File: config.mk
export PLATFORM = sky130hd
export DESIGN_NAME = dose_alert_ctrl
export DESIGN_NICKNAME = d
export VERILOG_FILES = /design/src/rtl/dose_alert_ctrl.sv
export SDC_FILE = /design/constraint.sdc
export NUM_CORES = 1
export LEC_CHECK = 0
export BUFFER_PORTS_ARGS = -buffer_cell sky130_fd_sc_hd__buf_4
export CAP_MARGIN = 20
export CORE_MARGIN = 3
export CORE_UTILIZATION = 45
export DETAILED_ROUTE_END_ITERATION = 8
export PLACE_DENSITY = 0.69
export SLEW_MARGIN = 20
export SYNTH_ARGS = -nofsm -noshare
export SYNTH_HDL_FRONTEND = slang
export SYNTH_HIERARCHICAL = 1
export SYNTH_SLANG_ARGS = --single-unit
File: constraint.sdc
create_clock -name Clk -period 2.4 [get_ports Clk]
set_input_delay 0.12 -clock Clk [delete_from_list [all_inputs] [get_ports Clk]]
set_output_delay 0.12 -clock Clk [all_outputs]
set_load 0.02 [all_outputs]
File: src/rtl/dose_alert_ctrl.sv
// dose_alert_ctrl: medication dose alert FSM with debounced acknowledge, miss counting and optional snooze
// Ports: Clk clock; Rst sync active-low reset; Tm_in dose-due pulse; Ack/Snz async buttons;
//        Buzz/Led alert drives; Taken ack pulse; Miss_cnt saturating missed-dose count.
// Optional feature: define DOSE_SNOOZE_EN to enable the snooze button and SNOOZE state.
module dose_deb #(
  parameter int DEB_CYC = 500000
) (
  input  logic Clk,
  input  logic Rst,
  input  logic din,
  output logic ev
);
  localparam int W = $clog2(DEB_CYC + 1);
  localparam logic [W-1:0] MAX = W'(DEB_CYC - 1);
  logic s1, s2, lvl;
  logic [W-1:0] cnt;
  // cnt counts consecutive synchronized cycles that disagree with the accepted level
  always_ff @(posedge Clk) begin
    if (!Rst) begin
      s1 <= 1'b0;
      s2 <= 1'b0;
      lvl <= 1'b0;
      cnt <= '0;
    end else begin
      s1 <= din;
      s2 <= s1;
      if (s2 == lvl) cnt <= '0;
      else if (cnt == MAX) begin
        lvl <= s2;
        cnt <= '0;
      end else cnt <= cnt + 1'b1;
    end
  end
  assign ev = s2 && !lvl && cnt == MAX;
endmodule

module dose_alert_ctrl #(
  parameter int ALERT_CYC  = 1000000,
  parameter int BLINK_DIV  = 25000000,
  parameter int DEB_CYC    = 500000,
  parameter int SNOOZE_CYC = 300000000
) (
  input  logic       Clk,
  input  logic       Rst,
  input  logic       Tm_in,
  input  logic       Ack,
  input  logic       Snz,
  output logic       Buzz,
  output logic       Led,
  output logic       Taken,
  output logic [3:0] Miss_cnt
);
  typedef enum logic [1:0] {IDLE, ALERT, SNOOZE} state_t;
  localparam int AW = $clog2(ALERT_CYC + 1);
  localparam int BW = $clog2(BLINK_DIV + 1);
  localparam logic [AW-1:0] A_MAX = AW'(ALERT_CYC - 1);
  localparam logic [BW-1:0] B_MAX = BW'(BLINK_DIV - 1);
  state_t state;
  logic tm_q, ack_ev, s_to, snz_go, in_alert, in_snz, take, a_to, missed;
  logic [AW-1:0] a_cnt;
  logic [BW-1:0] b_cnt;
  dose_deb #(.DEB_CYC(DEB_CYC)) u_ack (.Clk(Clk), .Rst(Rst), .din(Ack), .ev(ack_ev));
`ifdef DOSE_SNOOZE_EN
  localparam int SW = $clog2(SNOOZE_CYC + 1);
  localparam logic [SW-1:0] S_MAX = SW'(SNOOZE_CYC - 1);
  logic snz_ev;
  logic [SW-1:0] s_cnt;
  dose_deb #(.DEB_CYC(DEB_CYC)) u_snz (.Clk(Clk), .Rst(Rst), .din(Snz), .ev(snz_ev));
  assign s_to = in_snz && s_cnt == S_MAX;
  assign snz_go = in_alert && snz_ev;
`else
  logic unused_snz;
  assign unused_snz = Snz;
  assign s_to = 1'b0;
  assign snz_go = 1'b0;
`endif
  assign in_alert = state == ALERT;
  assign in_snz = state == SNOOZE;
  assign take = (in_alert || in_snz) && ack_ev;
  assign a_to = in_alert && a_cnt == A_MAX;
  // a new dose while one is pending is a miss unless it was acknowledged in the same cycle
  assign missed = !take && (((in_alert || in_snz) && tm_q) || a_to);
  // Tm_in is registered once so Buzz rises one edge after the dose-due pulse is sampled
  always_ff @(posedge Clk) begin
    if (!Rst) begin
      state <= IDLE;
      tm_q <= 1'b0;
      Buzz <= 1'b0;
      Led <= 1'b0;
      Taken <= 1'b0;
      Miss_cnt <= '0;
      a_cnt <= '0;
      b_cnt <= '0;
`ifdef DOSE_SNOOZE_EN
      s_cnt <= '0;
`endif
    end else begin
      tm_q <= Tm_in;
      Taken <= take;
      if (missed && Miss_cnt != 4'hF) Miss_cnt <= Miss_cnt + 4'd1;
      if (tm_q || (s_to && !take)) begin
        state <= ALERT;
        a_cnt <= '0;
        b_cnt <= '0;
        Buzz <= 1'b1;
        Led <= 1'b1;
      end else if (take || a_to) begin
        state <= IDLE;
        Buzz <= 1'b0;
        Led <= 1'b0;
      end else if (snz_go) begin
        state <= SNOOZE;
        Buzz <= 1'b0;
        Led <= 1'b1;
`ifdef DOSE_SNOOZE_EN
        s_cnt <= '0;
`endif
      end else if (in_alert) begin
        a_cnt <= a_cnt + 1'b1;
        b_cnt <= (b_cnt == B_MAX) ? '0 : b_cnt + 1'b1;
        Led <= (b_cnt == B_MAX) ? ~Led : Led;
      end
`ifdef DOSE_SNOOZE_EN
      else if (in_snz) s_cnt <= s_cnt + 1'b1;
`endif
    end
  end
endmodule

Word level (Yosys, flattened, before mapping) --
Cells that the tools add are included.
Word-level totals: register bits after elaboration 76, input bits 5, output and inout bits 7, logic and storage cells 53
Operators by class: $add $sub $neg 4, eq/ne operators 5, muxes and demuxes 9, bitwise logic cells 4, reduce and logical (&&, ||, !) cells 19
Operator list (count):
- $add A25 B1 Y25 const B | 1
- $eq A25 B25 Y1 const B | 1
- $mux W25 | 1
- $add A20 B1 Y20 const B | 1
- $eq A20 B20 Y1 const B | 1
- $add A19 B1 Y19 const B | 1
- $eq A19 B19 Y1 const B | 1
- $mux W1 | 8
- $logic_and A1 B1 Y1 | 7
- $reduce_and A2 Y1 | 3
- $reduce_bool A3 Y1 | 2
- $add A4 B1 Y4 const B | 1
- $ne A4 B4 Y1 const B | 1
- $not A1 Y1 | 4
- $reduce_or A3 Y1 | 1
- $logic_not A1 Y1 | 2
- $logic_or A1 B1 Y1 | 2
- $reduce_bool A2 Y1 | 1
- $reduce_or A2 Y1 | 1
- $eq A1 B1 Y1 | 1

Longest topological paths before layout --
Gate-level depths: netlist (run 1).
word-level depth 7, mapped depth 10, mapped depth without buffers 9

Modules after synthesis --
The synthesis (run 1) kept the hierarchy.
By module, submodules not included:
- dose_alert_ctrl | times used 1, cells an instance 307, area each 2600.0 µm², sequential area each 1061.0 µm²
- dose_deb | times used 1, cells an instance 114, area each 1043.5 µm², sequential area each 440.4 µm²

Worst setup path after synthesis (run 1) --
OpenSTA, ideal clock, no wires.
kind register to register, start register u_ack.cnt[0], end register a_cnt[18], setup time 0.070 ns, arrival time 2.252 ns, required time 2.330 ns, slack 0.077 ns, cell stages (with the launch flop) 10, path buffers 1, path through dfxtp_1 > ha_1 > and4_2 > nand4_1 > nor3_1 > nand4b_1 > or4_1 > buf_2 > or3_1 > a21oi_1
On the way: word-level cells in the longest chain between the ends 6
RTL lines:
- start, declared | RTL line 16 | logic [W-1:0] cnt;
- start signal, assigned | RTL line 31 | end else cnt <= cnt + 1'b1;
- $eq A19 B19 Y1 | RTL line 34 | assign ev = s2 && !lvl && cnt == MAX;
- $logic_and A1 B1 Y1 | RTL line 34
- via ack_ev | RTL line 59 | logic tm_q, ack_ev, s_to, snz_go, in_alert, in_snz, take, a_to, missed;
- $logic_and A1 B1 Y1 | RTL line 79 | assign take = (in_alert || in_snz) && ack_ev;
- $logic_or A1 B1 Y1 | RTL line 107 | end else if (take || a_to) begin
- $not A1 Y1 (no line)
- $reduce_and A2 Y1 (no line)
- end signal, assigned | RTL line 119 | a_cnt <= a_cnt + 1'b1;
- end, declared | RTL line 60 | logic [AW-1:0] a_cnt;
The timed path passes the listed nets, and every way through them passes these cells. A chain may end at the register's enable or synchronous reset.

Final worst setup path (run 1) --
start register u_ack.cnt[0], end register a_cnt[17]
The elaborated chain is that of the path after synthesis.

==> results.cfg, run 1 <==
[timing]
finalCriticalPeriod_ps = 2300
setup_viol = 0
hold_viol = 0
setup_ws_ps = 98.1
finClkSkew_ps = 9.86
relSlewSlack = 0.636
period_share = 0.959
max_freq_mhz = 434
hold_ws_ps = 71.0
finalMaxSlewViolations = 0
tightestPinTransition_ps = 532

[synth]
synth_compound_area_frac = 0.127
synth_top_area_cell = dfxtp_1
synth-warning-count = 6
synthXorXnorAreaFrac = 0.106
synth.area.top_cells = dfxtp_1 41%, xnor2_1 8.4%, nor2_1 5.8%, nand2_1 3.7%, nand4_1 3.4%
yosysMostFrequentCell = dfxtp_1
synthArstFlopShare = 0
ys_seq_elements = 75
synth_flop_cell = dfxtp_1
synth.mux.area_fraction = 0.00549
ys_top_cells_by_count = 75 x dfxtp_1, 56 x nor2_1, 36 x nand2_1
syn-num-nets = 431
netlist.area_leader.share = 0.412
synth_cells = 421
synth-edff-count = 0
synth_seq_area_share = 0.412
synth.distinct_cells = 55
syn_area_um2 = 3640
synth-simple-area-share = 0.302
synth_top_family_by_area = simple AND/OR/NAND/NOR gates
syn_avg_cell_area_um2 = 8.65
synthAdderAreaFrac = 0.0172

[critical_path]
critPathArrivalTime_ps = 2580
crit_fanout = 4
crit_start = u_ack/cnt[0]
r2r-start = u_ack/cnt[0]
worstPathRequired_ps = 2680
cp-end-kind = register
crit_type = reg -> reg
setup.worst_path.start_class = register

[finish]
instances_no_fill = 564
fill_cells = 730
fin_nets = 469
fin_area_um2 = 4250
postLayoutCoreUtil = 0.544
area_delta_synth_final_pct = 16.6
drive_gt1_frac = 0.171
multi_input_area_um2 = 2100
regArea_um2 = 1500
diodes = 0

[clock_tree]
cts_tree = done
htreeDepth = 3
clock_latency_ps = 350
clock_sinks = 75
cts_buffer_depth = 2
clk_transition_reported_paths_ps = 70
clock-root-buffer = clkbuf_8
cts_buffers = 9

[place]
dpl_cell_area_um2 = 3990
place_ws_ps = -85.5
finalWeightedCongestion = 0.776
dp_cells = 547
port_buffers = 10
dp_hpwl_um = 5480

[drt]
drt_iter0_drc = 165
routedWlPerCell_um = 13.8
drt_wl_total_um = 7800
vias_per_cell = 5.57
vias = 3142
ant_nets = 0
firstDrtPassIters = 4
drc = 0

[pwr]
leakage_nw = 1.33
powerDensity_nw_per_um2 = 524
vdd_drop_max_v = 0.000393

[grt]
grt_use_total = 0.184
antenna_found_initial = 0
grt_overflow = 0
grt_max_degree = 26
grt_pass1_wl_um = 13600
first_global_vias = 2971

[worst_hold_path]
hold_class = in -> reg
worstHoldStart = Rst

[floorplanning]
io_pins = 12
num_rows = 32
die_h_um = 96.0
core_area_um2 = 7810
initial_core_util = 0.467
die_w_um = 96.0
die_area_um2 = 9210

[job]
drv_cap = 0

[run_status]
outcome = completed
==> stage by stage <==
| stage | setup TNS (ps) | power [mW] |
|---|---|---|
| after global routing | -10.4 | 2.30 |
| after global placement | -27.7 | 1.37 |
| after CTS | 0 | 2.23 |
| after detailed placement | -457 | 1.37 |
| after floorplan | 0 | 1.34 |
| final | 0 | 2.23 |
==> timing repair <==
item | 4_1_cts | 5_1_grt
cloned | 0 | 0
setup buffers | 0 | 1
hold endpoints to repair | 2 | 0
setup endpoints to repair | 21 | 33
hold buffers | 2 | 0
resized for setup | 8 | 12
pin swaps | 0 | 4
==> layout by cell type (no fill, tap or decap), drive strengths merged, types with 2 or more instances in the layout <==
cell and n:
o21ai 18, o211ai 2, xor2 9, a211oi 5, or4 5, inv 12
dfxtp 75, xnor2 35, nand4 21, buf 38, ha 5, nor3 7
mux2i 2, or3 13, nand2 36, a21oi 22, dlygate4sd3 2, nor2 56
nor4 12, o41ai 2, nand2b 2, and3 5, a2111oi 9, o2111ai 2
nor4b 3, nor2b 2, nand3 19, and2 8, clkbuf 12, and4 6
o31ai 2, a31o 3
==> where the power goes <==
part           switching [mW]  internal [mW]
clock network           0.457          0.420
registers              0.0109           1.25
logic                  0.0523         0.0336
total                   0.520           1.71
==> path summary, 6_finish.rpt <==
kind | cells past startpoint | end | slack (ps)
max | 8 | a_cnt[17] | 100
min reg2reg | 2 | u_ack/lvl | 470
max reg2reg | 8 | a_cnt[17] | 100
min | 3 | Led | 70
==> cells by family (layout without fill, tap and decap cells) <==
family / after synthesis / count (layout)
simple gates: 200 / 200
flops: 75 / 75
compound gates: 70 / 70
xor+xnor: 44 / 44
buf+inv: 25 / 66
fa+ha+maj: 5 / 5
mux: 2 / 2
==> metal layers <==
layer  track usage  up-vias  wire length (µm)
met5             0        -                 0
met4        0.0675        0               117
met3        0.0305       14               219
met2         0.293       46              3560
met1         0.250     1473              3900
li1              -     1609                 -
==> registers in the layout, indices dropped and copies added (netlist names) <==
signal	cells
Led	1
Miss_cnt	4
Taken	1
a_cnt	20
b_cnt	25
state	1
tm_q	1
u_ack/cnt	19
u_ack/lvl	1
u_ack/s1	1
u_ack/s2	1
==> area by class of cell <==
class | count | area share
Clock buffer | 12 | 0.0365
Clock inverter | 2 | 0.00295
Inverter | 12 | 0.0106
Multi-Input combinational cell | 321 | 0.494
Sequential cell | 75 | 0.354
Tap cell | 102 | 0.0300
Timing Repair Buffer | 40 | 0.0719
==> critical path, cell delays in order, from the launching register on <==
cell and delay, ps:
dfxtp_2 340, ha_4 160, and4_4 180, nand4_1 140, nor3_4 90, nand4b_1 260
or4_4 580, or3_4 380, a21oi_2 110
(Power assumes the default switching activity.)
==> run 2: changes to the inputs <==
--- a/config.mk
+++ b/config.mk
@@ -5,12 +5,14 @@
 export SDC_FILE = /design/constraint.sdc
 export NUM_CORES = 1
 export LEC_CHECK = 0
+export ABC_CLOCK_PERIOD_IN_PS = 2400
 export BUFFER_PORTS_ARGS = -buffer_cell sky130_fd_sc_hd__buf_4
 export CAP_MARGIN = 20
 export CORE_MARGIN = 3
-export CORE_UTILIZATION = 45
+export CORE_UTILIZATION = 46
 export DETAILED_ROUTE_END_ITERATION = 8
-export PLACE_DENSITY = 0.69
+export PLACE_DENSITY = 0.7
+export RECOVER_POWER = 25
 export SLEW_MARGIN = 20
 export SYNTH_ARGS = -nofsm -noshare
 export SYNTH_HDL_FRONTEND = slang
==> results.cfg, run 2 (synthesis gave the netlist of run 1 again) <==
[floorplanning]
initial_core_util = 0.489
die_area_um2 = 9020
die_h_um = 95.0
io_pins = 12
num_rows = 31
core_area_um2 = 7450
die_w_um = 95.0

[critical_path]
r2r_slack_ps = 60
cp-end-kind = register
worstPathRequired_ps = 2690
crit_start = u_ack/cnt[1]
setup.worst_path.start_class = register
r2r-start = u_ack/cnt[1]
crit_type = reg -> reg
crit_fanout = 7
critPathArrivalTime_ps = 2630

[drt]
ant_nets = 0
routedWlPerCell_um = 13.5
drc = 0
firstDrtPassIters = 4
drt_iter0_drc = 115
vias = 3144
vias_per_cell = 5.55
drt_wl_total_um = 7660

[job]
drv_cap = 0

[grt]
grt_max_degree = 26
grt_pass1_wl_um = 13500
grt_use_total = 0.189
grt_overflow = 0
first_global_vias = 3028
antenna_found_initial = 0

[finish]
layout_common_cells = 73 x dfxtp_1, 56 x nor2_1, 36 x nand2_1, 35 x xnor2_1, 32 x buf_4
instances_no_fill = 566
drive_gt1_frac = 0.161
area_delta_synth_final_pct = 17.4
reg_top3 = b_cnt (25), a_cnt (20), u_ack/cnt (19)
layout_commonest_cell = dfxtp_1
largest_reg_flops = 25
fin_area_um2 = 4280
max_flop_register = b_cnt
diodes = 0
fill_cells = 684
fin_nets = 472
postLayoutCoreUtil = 0.575

[timing]
finalCriticalPeriod_ps = 2340
relSlewSlack = 0.643
tightestPinTransition_ps = 522
hold_ws_ps = 59.3
hold_viol = 0
setup_viol = 0
finalMaxSlewViolations = 0
period_share = 0.974
tns_ps = 0
finClkSkew_ps = 8.78
max_freq_mhz = 428
rsz0062_at_grt = yes
setup_ws_ps = 62.1

[pwr]
vdd_drop_max_v = 0.000361
finalPower_mw = 2.41
leakage_nw = 1.33
powerDensity_nw_per_um2 = 563

[place]
dpl_cell_area_um2 = 4000
place_ws_ps = -109
dp_cells = 546
port_buffers = 10
dp_hpwl_um = 5390
finalWeightedCongestion = 0.801

[run_status]
outcome = completed

[worst_hold_path]
worstHoldStart = Rst
hold_class = in -> reg

[clock_tree]
clock_sinks = 75
clock-root-buffer = clkbuf_8
clk_transition_reported_paths_ps = 80
cts_buffer_depth = 2
cts_tree = done
clock_latency_ps = 360
htreeDepth = 3
cts_buffers = 9
[run 2: path summary, 6_finish.rpt]
check | endpoint | cells past startpoint
max | a_cnt[16] | 8
max reg2reg | a_cnt[16] | 8
min reg2reg | u_ack/s2 | 1
min | u_ack/s1 | 2
[run 2: worst max-delay path: stages, from the launching register on]
cell	delay (ps)
dfxtp_2	340
ha_4	150
and4_4	160
nand4_1	140
nor3_4	90
nand4b_1	270
or4_4	630
or3_4	390
a21oi_2	110
[run 2: where the power goes]
part | switching, mW | internal, mW
logic | 0.0533 | 0.0333
clock network | 0.479 | 0.581
registers | 0.00998 | 1.25
total | 0.542 | 1.87
[run 2: final cells by class]
class / count / area (µm²) / area share
clock buffers: 9 / 124 / 0.0289
clock inverters: 7 / 92.6 / 0.0216
inverters: 12 / 45.0 / 0.0105
multi-input cells: 321 / 2090 / 0.488
flip-flops and latches: 75 / 1500 / 0.351
well taps: 99 / 124 / 0.0289
repair buffers: 43 / 302 / 0.0705
[run 2: timing repair]
item                                    CTS  global route
endpoints found under the setup margin   38            20
setup buffers                             1             1
resized for setup                         3            14
pin swaps                                 0             8
hold endpoints to repair                  2             0
hold buffers                              2             0
[run 2: layer usage]
layer / routed length [µm] / vias up / track usage
met1: 3710 / 1480 / 0.239
li1: - / 1612 / -
met5: 0 / - / 0
met2: 3570 / 43 / 0.315
met4: 114 / 0 / 0.0649
met3: 263 / 9 / 0.0446
